--- config.mk ---
export PLATFORM = sky130hd
export DESIGN_NAME = counter_ctrl_flat
export DESIGN_NICKNAME = d
export VERILOG_FILES = /design/src/rtl/counter_ctrl_if.sv /design/src/rtl/counter_ctrl.sv /design/src/flat_wrapper.sv
export SDC_FILE = /design/constraint.sdc
export NUM_CORES = 1
export LEC_CHECK = 0
export ABC_CLOCK_PERIOD_IN_PS = 4750
export CORE_MARGIN = 8
export CORE_UTILIZATION = 54
export CTS_BUF_LIST = sky130_fd_sc_hd__clkbuf_8
export DETAILED_ROUTE_END_ITERATION = 16
export PLACE_DENSITY_LB_ADDON = 0.08
export SLEW_MARGIN = 0
export SYNTH_ARGS = -nofsm -noshare
export SYNTH_HDL_FRONTEND = slang
export SYNTH_SLANG_ARGS = --single-unit
--- constraint.sdc ---
create_clock -name clk -period 4.75 [get_ports clk]
set_clock_uncertainty 0.15 [all_clocks]
set_input_delay 1.425 -clock clk [delete_from_list [all_inputs] [get_ports clk]]
set_output_delay 1.425 -clock clk [all_outputs]
set_load 0.01 [all_outputs]
--- src/rtl/counter_ctrl_if.sv ---
// Pin-side and counter-side signals of the counter front-end controller.
// The controller uses the master view; the pins/counter side uses the slave view.
interface counter_ctrl_if;
    logic       btn_up;
    logic       btn_down;
    logic       cfg_we;
    logic [7:0] cfg_data;
    logic       inc;
    logic       up_down_sel;
    logic       carry_en;
    logic       max_en;
    logic [3:0] max_val;
    logic [1:0] state;
    logic       cfg_pending;

    modport master (
        input  btn_up, btn_down, cfg_we, cfg_data,
        output inc, up_down_sel, carry_en, max_en, max_val, state, cfg_pending
    );

    modport slave (
        output btn_up, btn_down, cfg_we, cfg_data,
        input  inc, up_down_sel, carry_en, max_en, max_val, state, cfg_pending
    );
endinterface

--- src/rtl/counter_ctrl.sv ---
// Button front-end for the up/down digit counter: synchronise, debounce, single-pulse
// with hold-to-repeat, and idle-only application of the counter mode configuration.
module counter_ctrl #(
    parameter int DEBOUNCE_CYCLES = 4,
    parameter int REPEAT_DELAY    = 16,
    parameter int REPEAT_PERIOD   = 4
) (
    input  logic          clk,
    input  logic          reset,
    counter_ctrl_if.master bus
);

    localparam int DB_W  = $clog2(DEBOUNCE_CYCLES + 1);
    localparam int T_MAX = (REPEAT_DELAY > REPEAT_PERIOD) ? REPEAT_DELAY : REPEAT_PERIOD;
    localparam int TMR_W = $clog2(T_MAX + 1);
    // Configuration layout: [5:2] max_val, [1] max_en, [0] carry_en
    localparam logic [5:0] CFG_RESET = {4'd9, 1'b0, 1'b0};

    typedef enum logic [1:0] {
        IDLE   = 2'd0,
        HOLD   = 2'd1,
        REPEAT = 2'd2,
        LOCK   = 2'd3
    } state_t;

    logic [1:0] btn_raw;     // [0] up, [1] down
    logic [1:0] deb_level;

    assign btn_raw = {bus.btn_down, bus.btn_up};

    genvar gi;
    generate
        for (gi = 0; gi < 2; gi++) begin : g_btn
            logic            sync1_reg;
            logic            sync2_reg;
            logic            deb_reg;
            logic [DB_W-1:0] cnt_reg;

            always_ff @(posedge clk or posedge reset) begin
                if (reset) begin
                    sync1_reg <= 1'b0;
                    sync2_reg <= 1'b0;
                    deb_reg   <= 1'b0;
                    cnt_reg   <= '0;
                end else begin
                    sync1_reg <= btn_raw[gi];
                    sync2_reg <= sync1_reg;
                    if (sync2_reg == deb_reg) begin
                        cnt_reg <= '0;
                    end else if (cnt_reg == DB_W'(DEBOUNCE_CYCLES - 1)) begin
                        deb_reg <= ~deb_reg;
                        cnt_reg <= '0;
                    end else begin
                        cnt_reg <= cnt_reg + 1'b1;
                    end
                end
            end

            assign deb_level[gi] = deb_reg;
        end
    endgenerate

    state_t             state_reg, state_next;
    logic               inc_reg, inc_next;
    logic               sel_reg, sel_next;
    logic [TMR_W-1:0]   timer_reg, timer_next;
    logic [5:0]         cfg_reg, cfg_next;
    logic               pend_reg, pend_next;
    logic [5:0]         pend_data_reg, pend_data_next;

    logic               held;
    logic               opposite;
    logic               enter_idle;
    logic [5:0]         cfg_wdata;
    logic               cfg_unused;

    // Latched direction decides which button is "ours" during a sequence
    assign held       = sel_reg ? deb_level[1] : deb_level[0];
    assign opposite   = sel_reg ? deb_level[0] : deb_level[1];
    assign enter_idle = (state_reg != IDLE) && (state_next == IDLE);
    assign cfg_wdata  = {bus.cfg_data[7:4], bus.cfg_data[1], bus.cfg_data[0]};
    assign cfg_unused = ^bus.cfg_data[3:2];

    always_ff @(posedge clk or posedge reset) begin
        if (reset) begin
            state_reg     <= IDLE;
            inc_reg       <= 1'b0;
            sel_reg       <= 1'b0;
            timer_reg     <= '0;
            cfg_reg       <= CFG_RESET;
            pend_reg      <= 1'b0;
            pend_data_reg <= '0;
        end else begin
            state_reg     <= state_next;
            inc_reg       <= inc_next;
            sel_reg       <= sel_next;
            timer_reg     <= timer_next;
            cfg_reg       <= cfg_next;
            pend_reg      <= pend_next;
            pend_data_reg <= pend_data_next;
        end
    end

    // Release is tested before the opposite button so it wins when both happen together
    always_comb begin
        state_next = state_reg;
        case (state_reg)
            IDLE: begin
                if (deb_level[0] && deb_level[1])      state_next = LOCK;
                else if (deb_level[0] || deb_level[1]) state_next = HOLD;
            end
            HOLD: begin
                if (!held)                                          state_next = IDLE;
                else if (opposite)                                  state_next = LOCK;
                else if (timer_reg == TMR_W'(REPEAT_DELAY - 1))     state_next = REPEAT;
            end
            REPEAT: begin
                if (!held)         state_next = IDLE;
                else if (opposite) state_next = LOCK;
            end
            LOCK: begin
                if (!deb_level[0] && !deb_level[1]) state_next = IDLE;
            end
            default: state_next = IDLE;
        endcase
    end

    always_comb begin
        inc_next       = 1'b0;
        sel_next       = sel_reg;
        timer_next     = '0;
        cfg_next       = cfg_reg;
        pend_next      = pend_reg;
        pend_data_next = pend_data_reg;

        case (state_reg)
            IDLE: begin
                if (state_next == HOLD) begin
                    inc_next = 1'b1;
                    sel_next = deb_level[1];
                end
            end
            HOLD: begin
                if (state_next == HOLD)        timer_next = timer_reg + 1'b1;
                else if (state_next == REPEAT) inc_next   = 1'b1;
            end
            REPEAT: begin
                if (state_next == REPEAT) begin
                    if (timer_reg == TMR_W'(REPEAT_PERIOD - 1)) inc_next   = 1'b1;
                    else                                        timer_next = timer_reg + 1'b1;
                end
            end
            default: ;
        endcase

        // A write landing on the IDLE entry edge supersedes any pending data
        if (bus.cfg_we && (((state_reg == IDLE) && (state_next != HOLD)) || enter_idle)) begin
            cfg_next  = cfg_wdata;
            pend_next = 1'b0;
        end else if (bus.cfg_we) begin
            pend_data_next = cfg_wdata;
            pend_next      = 1'b1;
        end else if (enter_idle && pend_reg) begin
            cfg_next  = pend_data_reg;
            pend_next = 1'b0;
        end
    end

    assign bus.inc         = inc_reg;
    assign bus.up_down_sel = sel_reg;
    assign bus.state       = state_reg;
    assign bus.carry_en    = cfg_reg[0];
    assign bus.max_en      = cfg_reg[1];
    assign bus.max_val     = cfg_reg[5:2];
    assign bus.cfg_pending = pend_reg;

endmodule

--- src/flat_wrapper.sv ---
// flat-port wrapper written by rule: the top's interface ports become plain ports
module counter_ctrl_flat 
#(
    parameter int DEBOUNCE_CYCLES = 4,
    parameter int REPEAT_DELAY    = 16,
    parameter int REPEAT_PERIOD   = 4
)
  (clk, reset, bus_btn_up, bus_btn_down, bus_cfg_we, bus_cfg_data, bus_inc, bus_up_down_sel, bus_carry_en, bus_max_en, bus_max_val, bus_state, bus_cfg_pending);
  counter_ctrl_if bus_i ();
  input  logic clk;
  input  logic reset;
  input wire logic [$bits(bus_i.btn_up)-1:0] bus_btn_up;
  input wire logic [$bits(bus_i.btn_down)-1:0] bus_btn_down;
  input wire logic [$bits(bus_i.cfg_we)-1:0] bus_cfg_we;
  input wire logic [$bits(bus_i.cfg_data)-1:0] bus_cfg_data;
  output wire logic [$bits(bus_i.inc)-1:0] bus_inc;
  output wire logic [$bits(bus_i.up_down_sel)-1:0] bus_up_down_sel;
  output wire logic [$bits(bus_i.carry_en)-1:0] bus_carry_en;
  output wire logic [$bits(bus_i.max_en)-1:0] bus_max_en;
  output wire logic [$bits(bus_i.max_val)-1:0] bus_max_val;
  output wire logic [$bits(bus_i.state)-1:0] bus_state;
  output wire logic [$bits(bus_i.cfg_pending)-1:0] bus_cfg_pending;
  assign bus_i.btn_up = bus_btn_up;
  assign bus_i.btn_down = bus_btn_down;
  assign bus_i.cfg_we = bus_cfg_we;
  assign bus_i.cfg_data = bus_cfg_data;
  assign bus_inc = bus_i.inc;
  assign bus_up_down_sel = bus_i.up_down_sel;
  assign bus_carry_en = bus_i.carry_en;
  assign bus_max_en = bus_i.max_en;
  assign bus_max_val = bus_i.max_val;
  assign bus_state = bus_i.state;
  assign bus_cfg_pending = bus_i.cfg_pending;
  counter_ctrl #(.DEBOUNCE_CYCLES(DEBOUNCE_CYCLES), .REPEAT_DELAY(REPEAT_DELAY), .REPEAT_PERIOD(REPEAT_PERIOD)) u_core (.clk(clk), .reset(reset), .bus(bus_i));
endmodule
==> results of run 1 <==
[layout by cell type (no fill, tap or decap), drive strengths merged, types with 3 or more instances in the layout]
cell type,count
a21oi,10
mux2,9
nor3b,3
inv,11
clkdlybuf4s50,21
nor2,5
o21ai,13
nand2,10
dfrtp,32
o22ai,3
mux2i,4
clkbuf,5
xnor2,3
nor2b,6
o311ai,3
ha,8
[power by group]
| part | switching [W] | internal [W] | total (W) |
|---|---|---|---|
| combinational | 0.000303 | 0.000297 | 0.000600 |
| sequential | 0.0000823 | 0.000396 | 0.000478 |
| clock | 0.0000941 | 0.0000974 | 0.000192 |
| total | 0.000479 | 0.000790 | 0.00127 |
[path summary, 6_finish.rpt]
check                                                          from                                  end  cells past startpoint
worst max-delay path                                     bus_cfg_we        u_core.cfg_reg[3]$_DFFE_PP0P_                      6
worst min-delay path            u_core.g_btn[0].sync1_reg$_DFF_PP0_  u_core.g_btn[0].sync2_reg$_DFF_PP0_                      0
worst max register to register        u_core.timer_reg[0]$_DFF_PP0_        u_core.cfg_reg[3]$_DFFE_PP0P_                      8
worst min register to register  u_core.g_btn[0].sync1_reg$_DFF_PP0_  u_core.g_btn[0].sync2_reg$_DFF_PP0_                      0
max in group asynchronous                                     reset        u_core.cfg_reg[2]$_DFFE_PP1P_                      3
min in group asynchronous                                     reset  u_core.g_btn[1].sync1_reg$_DFF_PP0_                      3
[stage by stage]
stage | instances | util, %
after floorplan | 142 | -
after global placement | 195 | 63.9
after detailed placement | 195 | 63.9
after CTS | 203 | 66.6
after global routing | 203 | 66.6
final | 203 | 66.6
[per-layer routing]
layer	wire, microns	track usage, %
met1	1340	15.0
met4	82	7.16
met3	191	6.28
met5	0	0
met2	1560	22.9
[synthesized netlist by cell type (all sizes together), types with 3 or more instances]
cell,count
a21oi,10
dfrtp,32
ha,8
inv,8
mux2,9
mux2i,4
nand2,10
nor2,5
nor2b,6
nor3b,3
o21ai,13
o22ai,3
o311ai,3
xnor2,3
[critical path: stages]
cell	delay [ns]
sky130_fd_sc_hd__clkdlybuf4s50_1	0.43
sky130_fd_sc_hd__inv_1	0.11
sky130_fd_sc_hd__nand2_1	0.11
sky130_fd_sc_hd__a2111oi_4	0.69
sky130_fd_sc_hd__mux2i_1	0.25
sky130_fd_sc_hd__o21ai_1	0.07
[logic make-up (layout without fill, tap and decap cells)]
logic type / after synthesis / count (layout) / synth area share [%]
muxes: 13 / 13 / 9.29
buffers and inverters: 10 / 38 / 2.49
xor gates and xnor gates: 4 / 4 / 2.12
adders and majority gates: 8 / 8 / 6.04
AOI/OAI and AO/OA: 36 / 36 / 16.1
and+or+nand+nor: 37 / 37 / 12.5
DFF: 34 / 34 / 51.5
[layout make-up]
type / instances / area share (%)
Clock buffer: 5 / 3.47
Clock inverter: 3 / 0.567
Inverter: 8 / 1.51
Multi-Input combinational cell: 98 / 38.4
Sequential cell: 34 / 43.0
Tap cell: 33 / 2.08
Timing Repair Buffer: 22 / 11.0
==> metrics list, run 1 <==
- Averaged over all synthesized cells, the footprint is about 12 sq um.
* Worst rel slew slack: approximately 53%
- Post-detailed-route via-to-cell ratio: about 5.7
- The final-report max-slew violation count came to 0.
- Count of flip-flops with a built-in enable after synthesis: 0
* Largest cells by area after synthesis: sky130_fd_sc_hd__dfrtp_1, sky130_fd_sc_hd__mux2_2, sky130_fd_sc_hd__ha_1, sky130_fd_sc_hd__dfstp_2, sky130_fd_sc_hd__a21oi_1
- Fraction of final layout cells with drive strength greater than 1: between 10 and 15%
* Number of flip-flops and latches in the synthesized netlist: 34
- Cells after Synth: 142
* Final weighted congestion in routability-driven placement: about 0.84
- Total number of vias: 1163
* Design area: between 1500 and 2000 sq um
- Data arrives at the worst endpoint at ~3.1 ns.
- The number of global-route vias before repair was between 1000 and 1500.
- Clock-pin slew reported for the worst setup and hold paths after clock tree synthesis: about 0.060 ns
- Count of input and output buffers: 21
- Largest net degree at the start of global routing: 35
* Unique cell type count in the Yosys netlist: 38
- Reg2reg setup slack: just over 2 ns
* Storage element area: ~850 sq um
- Sequential cells were found to cover between 50 and 60% of the synthesized design area.
- CTS built an H-tree with a depth of 2.
* Detailed-placement wirelength estimate: ~2.3 mm
- In this run the cell area measured after placement is around 1900 sq um.
* Clk sinks: 34
* Initial DRC Count: between 60 and 70
- In the synthesized netlist the dominant register cell turns out to be sky130_fd_sc_hd__dfrtp_1.
- The total overflow left after global routing is 0.
* CP Data Required Time: around 4.8 ns
- Cell accounting for the most synthesized area: sky130_fd_sc_hd__dfrtp_1
- Worst-Skew Late Latency: 0.28 ns
- Multi-input combinational cell area: between 700 and 800 sq um
- The number of nets in the synthesized netlist is roughly 160.
* First-pass GRT wire length: 5.69 mm
* Top cell type's share of synthesized area: 48.3%
- Summing internal, switching and leakage power gives about 0.0013 W.
* Hold WS: 0.210 ns
- The floorplan step defined a die boundary enclosing between 5000 and 6000 sq um.
- Measured along the y axis, the die boundary spans 71.4 microns.
- Worst setup slack before clock tree synthesis: roughly 1.4 ns
- By startpoint and endpoint, the worst setup path is classified as in2reg.
- For the final routed database, the setup TNS stands at 0 ns.
- The area growth from synthesis to layout is 19.8%.
- Yosys printed 0 warnings.
- In this run the static leakage power is ~0.85 nW.
* TritonCTS clock tree: yes
- In the final routed layout, each cell accounts on average for around 16 microns.
- In the finished design, the share of the clock period the worst path needs comes to about two thirds.
- Rows: 20
* Crit start category: input pin
- Number of fillers in the final layout: around 240
* Area inside the core boundary: just under 3000 sq um
- 0 antenna diodes ended up in the layout.
- Syn Std Cell Area: 1660 sq um
- The die is slightly above 70 microns wide.
* Fin. Hold Viols: 0
- Final Critical Period: around 3 ns
- Static timing analysis puts the maximum clock frequency at roughly 320 MHz.
* Top-level port count: 24
* Synth async-reset ratio: 100%
* Number of hold buffers added after CTS: 0
- Kind of capture point of the worst setup path: flop
* Initial antenna violation count: 0
- In this run, CTS created clock tree buffers numbering 5.
* Maxcap violations: 0
- Once the floorplan was initialized, standard cells occupied between 50% and 60% of the core.
* DRC violations left: 0
- Global routing used between 10% and 20% of the available tracks across all layers.
- In this run the clock root is driven by a sky130_fd_sc_hd__clkbuf_8.
- CTS-repair resized insts: 0
- Setup slack closes at 1.66 ns.
* Post-detailed-route count of antenna-violating nets: 0
* Slew at the pin closest to its max-slew limit: roughly 0.70 ns
- Wire length after detailed routing: 3.18 mm
- Number of nets in the final layout: 190
* Count of buffers added by post-CTS timing repair for setup: 0
* Number of buffers on the longest clock path: 2
* RSZ-0062 raised after global routing: false
* Path type of the worst min-delay path: reg2reg
* Max VDD drop: about 0.32 mV
- Outcome: finished, final reports clean
* Number of failing setup endpoints in the final timing report: 0
* Total power divided by cell area: around 640 nW/um^2
* Maximum fanout encountered on the critical timing path: 10
* Total iterations of the first detailed-routing run: 4
(Power assumes the default switching activity.)
==> run 2: changes to the inputs <==
--- a/config.mk
+++ b/config.mk
@@ -5,7 +5,7 @@
 export SDC_FILE = /design/constraint.sdc
 export NUM_CORES = 1
 export LEC_CHECK = 0
-export ABC_CLOCK_PERIOD_IN_PS = 4750
+export ABC_CLOCK_PERIOD_IN_PS = 2900
 export CORE_MARGIN = 8
 export CORE_UTILIZATION = 54
 export CTS_BUF_LIST = sky130_fd_sc_hd__clkbuf_8
==> constraint.sdc (replaced) <==
create_clock -name clk -period 2.9 [get_ports clk]
set_clock_uncertainty 0.15 [all_clocks]
set_input_delay 0.87 -clock clk [delete_from_list [all_inputs] [get_ports clk]]
set_output_delay 0.87 -clock clk [all_outputs]
set_load 0.01 [all_outputs]
==> metrics list, run 2 (synthesis gave the netlist of run 1 again) <==
- STA classifies the critical path startpoint as a flop.
* Maximum fanout encountered on the critical timing path: 7
- The total area inside the core boundary comes to 2980 sq um.
- In this run the tool buffered the top-level ports with 21 buffer cells.
- The final hold violation count was 0.
- Start point of the critical path: u_core.bus.state[0]$_DFF_PP0_
- The initial antenna violation count is 0.
- Counting both buffers and inverters, the worst setup path holds a total of 2.
- Clock-pin slew reported for the worst setup and hold paths after clock tree synthesis: roughly 0.070 ns
- On the worst path, the slowest cell contributes a delay of roughly 0.42 ns.
- The longest clock path from root to sink contains 2 buffers.
- The later pin in the worst-skew pair is clocked with a latency of just under 0.3 ns.
- The final-report max-slew violation count came to 0.
- CTS placed an instance of sky130_fd_sc_hd__clkbuf_8 at the clock tree root.
* Multi-input combinational cell area: between 700 and 800 sq um
- CP max stage cell: sky130_fd_sc_hd__o21ai_1
* Storage element area: 853 sq um
* Path type of the worst min-delay path: reg2reg
- Post-detailed-route count of antenna-violating nets: 0
- STA classifies the critical path endpoint as a flop.
* First-pass GRT wire length: between 5 and 6 mm
- For the pin with the worst max-slew slack, the measured transition is between 0.4 and 0.5 ns.
* RSZ-0062 raised after global routing: false
* Crit path DAT: between 2 and 3 ns
- Worst R2R Start: u_core.bus.state[0]$_DFF_PP0_
* Design area: between 2000 and 2500 sq um
- The routed layout has 1158 vias.
- DRC violations left: 0
* Number of hold buffers added after CTS: 0
* Post-detailed-route via-to-cell ratio: 5.59
* Count of buffers added by post-CTS timing repair for setup: 0
- Maxcap violations: 0
* Most common library cell in the layout ignoring fill and taps: sky130_fd_sc_hd__dfrtp_1
- The clock net in this run drives a total of 34 sinks.
- VDD sags by at most approximately 0.56 mV.
- Detailed-placement wirelength estimate: ~2.3 mm
- Worst reg2reg path depth: 8
- Final weighted congestion in routability-driven placement: between 0.8 and 0.9
- Counting instances, the worst hold path has a depth of 0.
* Routed wire length per instance: approximately 15 microns
* Critical path class: reg2reg
- Antenna cell count: 0
- Cells with a size suffix above 1 make up between 10% and 20% of the layout.
- Top-level port count: 24
- At the worst endpoint, the required time is approximately 2.9 ns.
* End of the worst register-to-register path: u_core.pend_data_reg[3]$_DFFE_PP0P_
- Relative to the synthesized area, the layout overhead comes to 23.2%.
- Worst rel slew slack: around 67%
- Once the floorplan was initialized, standard cells occupied between 50% and 60% of the core.
- Entering global routing, the biggest net connects 35 pins.
- TritonCTS built the clock tree.
- CTS Buf Count: 5
- In this run, placement finished with an instance count of about 200.
- Summing internal, switching and leakage power gives about 0.0022 W.
- Wire length after detailed routing: just over 3 mm
- Once placement finished, the instance area stood at between 1500 and 2000 sq um.
- Counting the fill cells in the layout gives around 240.
* Leakage power: slightly below 0.9 nW
- Initial DRC Count: 43
* Commonest non-fill, non-tap cells in the layout: sky130_fd_sc_hd__dfrtp_1, sky130_fd_sc_hd__clkdlybuf4s50_1, sky130_fd_sc_hd__inv_1, sky130_fd_sc_hd__a21oi_1, sky130_fd_sc_hd__nand2_1
- The H-tree was split into 2 levels.
* Outcome: finished, final reports clean
- Cell seen most often among critical-path stages: sky130_fd_sc_hd__a21oi_1
- The number of global-route vias before repair is around 1200.
- Global routing consumed, over all layers together, 13.6% of the routing resources.
- Final Critical Period: 2.58 ns
- The signal on the critical path passes through inv_1 -> ha_1 -> a21oi_1 -> o21ai_1 -> a21oi_1 -> nor2_1 -> buf_4 -> mux2_2.
- Hold WS: about 0.20 ns
- Total power divided by cell area: around 1100 nW/um^2
* Final total negative setup slack: 0 ns
- Setup violations remaining at the end of the flow were counted as 0.
- Grouping stages by cell kind, the critical path spends the most delay in compound AO/OA/AOI/OAI gates.
- Gr ovfl total: 0
- CTS-repair resized insts: 0
* Die boundary height: roughly 71 microns
- Across all register-to-register paths, the minimum setup slack is 0.32 ns.
- Highest clock frequency the design can meet: just under 400 MHz
- Number of nets in the final layout: approximately 190
* Die Area: between 5000 and 6000 sq um
- Hold worst-path end: u_core.g_btn[0].sync2_reg$_DFF_PP0_
* Hold_sp: u_core.g_btn[0].sync1_reg$_DFF_PP0_
* Share of the clock period used by the worst path: roughly 90%
* Rows: 20
- Final cell count without fillers: 207
* Horizontal die dimension: slightly above 70 microns
- The pre-antenna-repair detailed-routing pass consisted of 4 iterations.
-- run 2: cell types whose count changed in the layout (fill, tap and decap cells not counted), sizes merged --
cell,previous run,this run
inv,11,10
buf,1,5
bufinv,0,1
-- run 2: worst reg2reg max path, stage by stage (launching register included) --
cell,delay [ns]
sky130_fd_sc_hd__dfrtp_1,0.37
sky130_fd_sc_hd__inv_1,0.17
sky130_fd_sc_hd__ha_1,0.37
sky130_fd_sc_hd__a21oi_1,0.07
sky130_fd_sc_hd__o21ai_1,0.42
sky130_fd_sc_hd__a21oi_1,0.13
sky130_fd_sc_hd__nor2_1,0.26
sky130_fd_sc_hd__buf_4,0.19
sky130_fd_sc_hd__mux2_2,0.33
-- run 2: final cells by class --
type | count | share of cell area [%]
Multi-Input combinational cell | 98 | 37.3
Tap cell | 33 | 2.02
Sequential cell | 34 | 41.8
Timing Repair Buffer | 26 | 12.1
Inverter | 8 | 1.47
Clock inverter | 3 | 1.84
Clock buffer | 5 | 3.37
-- run 2: per-layer routing --
| metal | share of wire [%] | track usage, % | up-vias | routed length [microns] |
|---|---|---|---|---|
| met5 | 0 | 0 | - | 0 |
| met4 | 1.9 | 7.39 | 0 | 60 |
| met3 | 5.6 | 5.86 | 9 | 173 |
| met2 | 48 | 21.7 | 20 | 1490 |
| met1 | 45 | 15.0 | 563 | 1400 |
| li1 | - | - | 566 | - |
-- run 2: how the worst max path moves through the flow --
stage,endpoint,slack [ns],depth (start not counted)
after floorplan,u_core.pend_data_reg[0]$_DFFE_PP0P_,0.44,8
after global placement,u_core.cfg_reg[4]$_DFFE_PP0P_,0.32,7
after detailed placement,u_core.cfg_reg[1]$_DFFE_PP0P_,0.29,7
after CTS,u_core.pend_data_reg[1]$_DFFE_PP0P_,0.36,9
after global routing,u_core.cfg_reg[4]$_DFFE_PP0P_,0.16,9
final,u_core.pend_data_reg[3]$_DFFE_PP0P_,0.32,8
-- run 2: where the power goes --
group | switching [W] | internal (W) | leakage [nW]
registers | 0.000124 | 0.000648 | 0.423
logic | 0.000515 | 0.000513 | 0.400
clock network | 0.000165 | 0.000250 | 0.0607
-- run 2: per-stage QoR --
| step | util (%) | setup WS (ns) |
|---|---|---|
| 6_report | 68.5 | 0.317 |
| 5_1_grt | 68.5 | 0.157 |
| 4_1_cts | 68.5 | 0.359 |
| 3_5_place_dp | 65.0 | 0.291 |
| 3_3_place_gp | 65.0 | 0.323 |
| 2_1_floorplan | - | 0.445 |
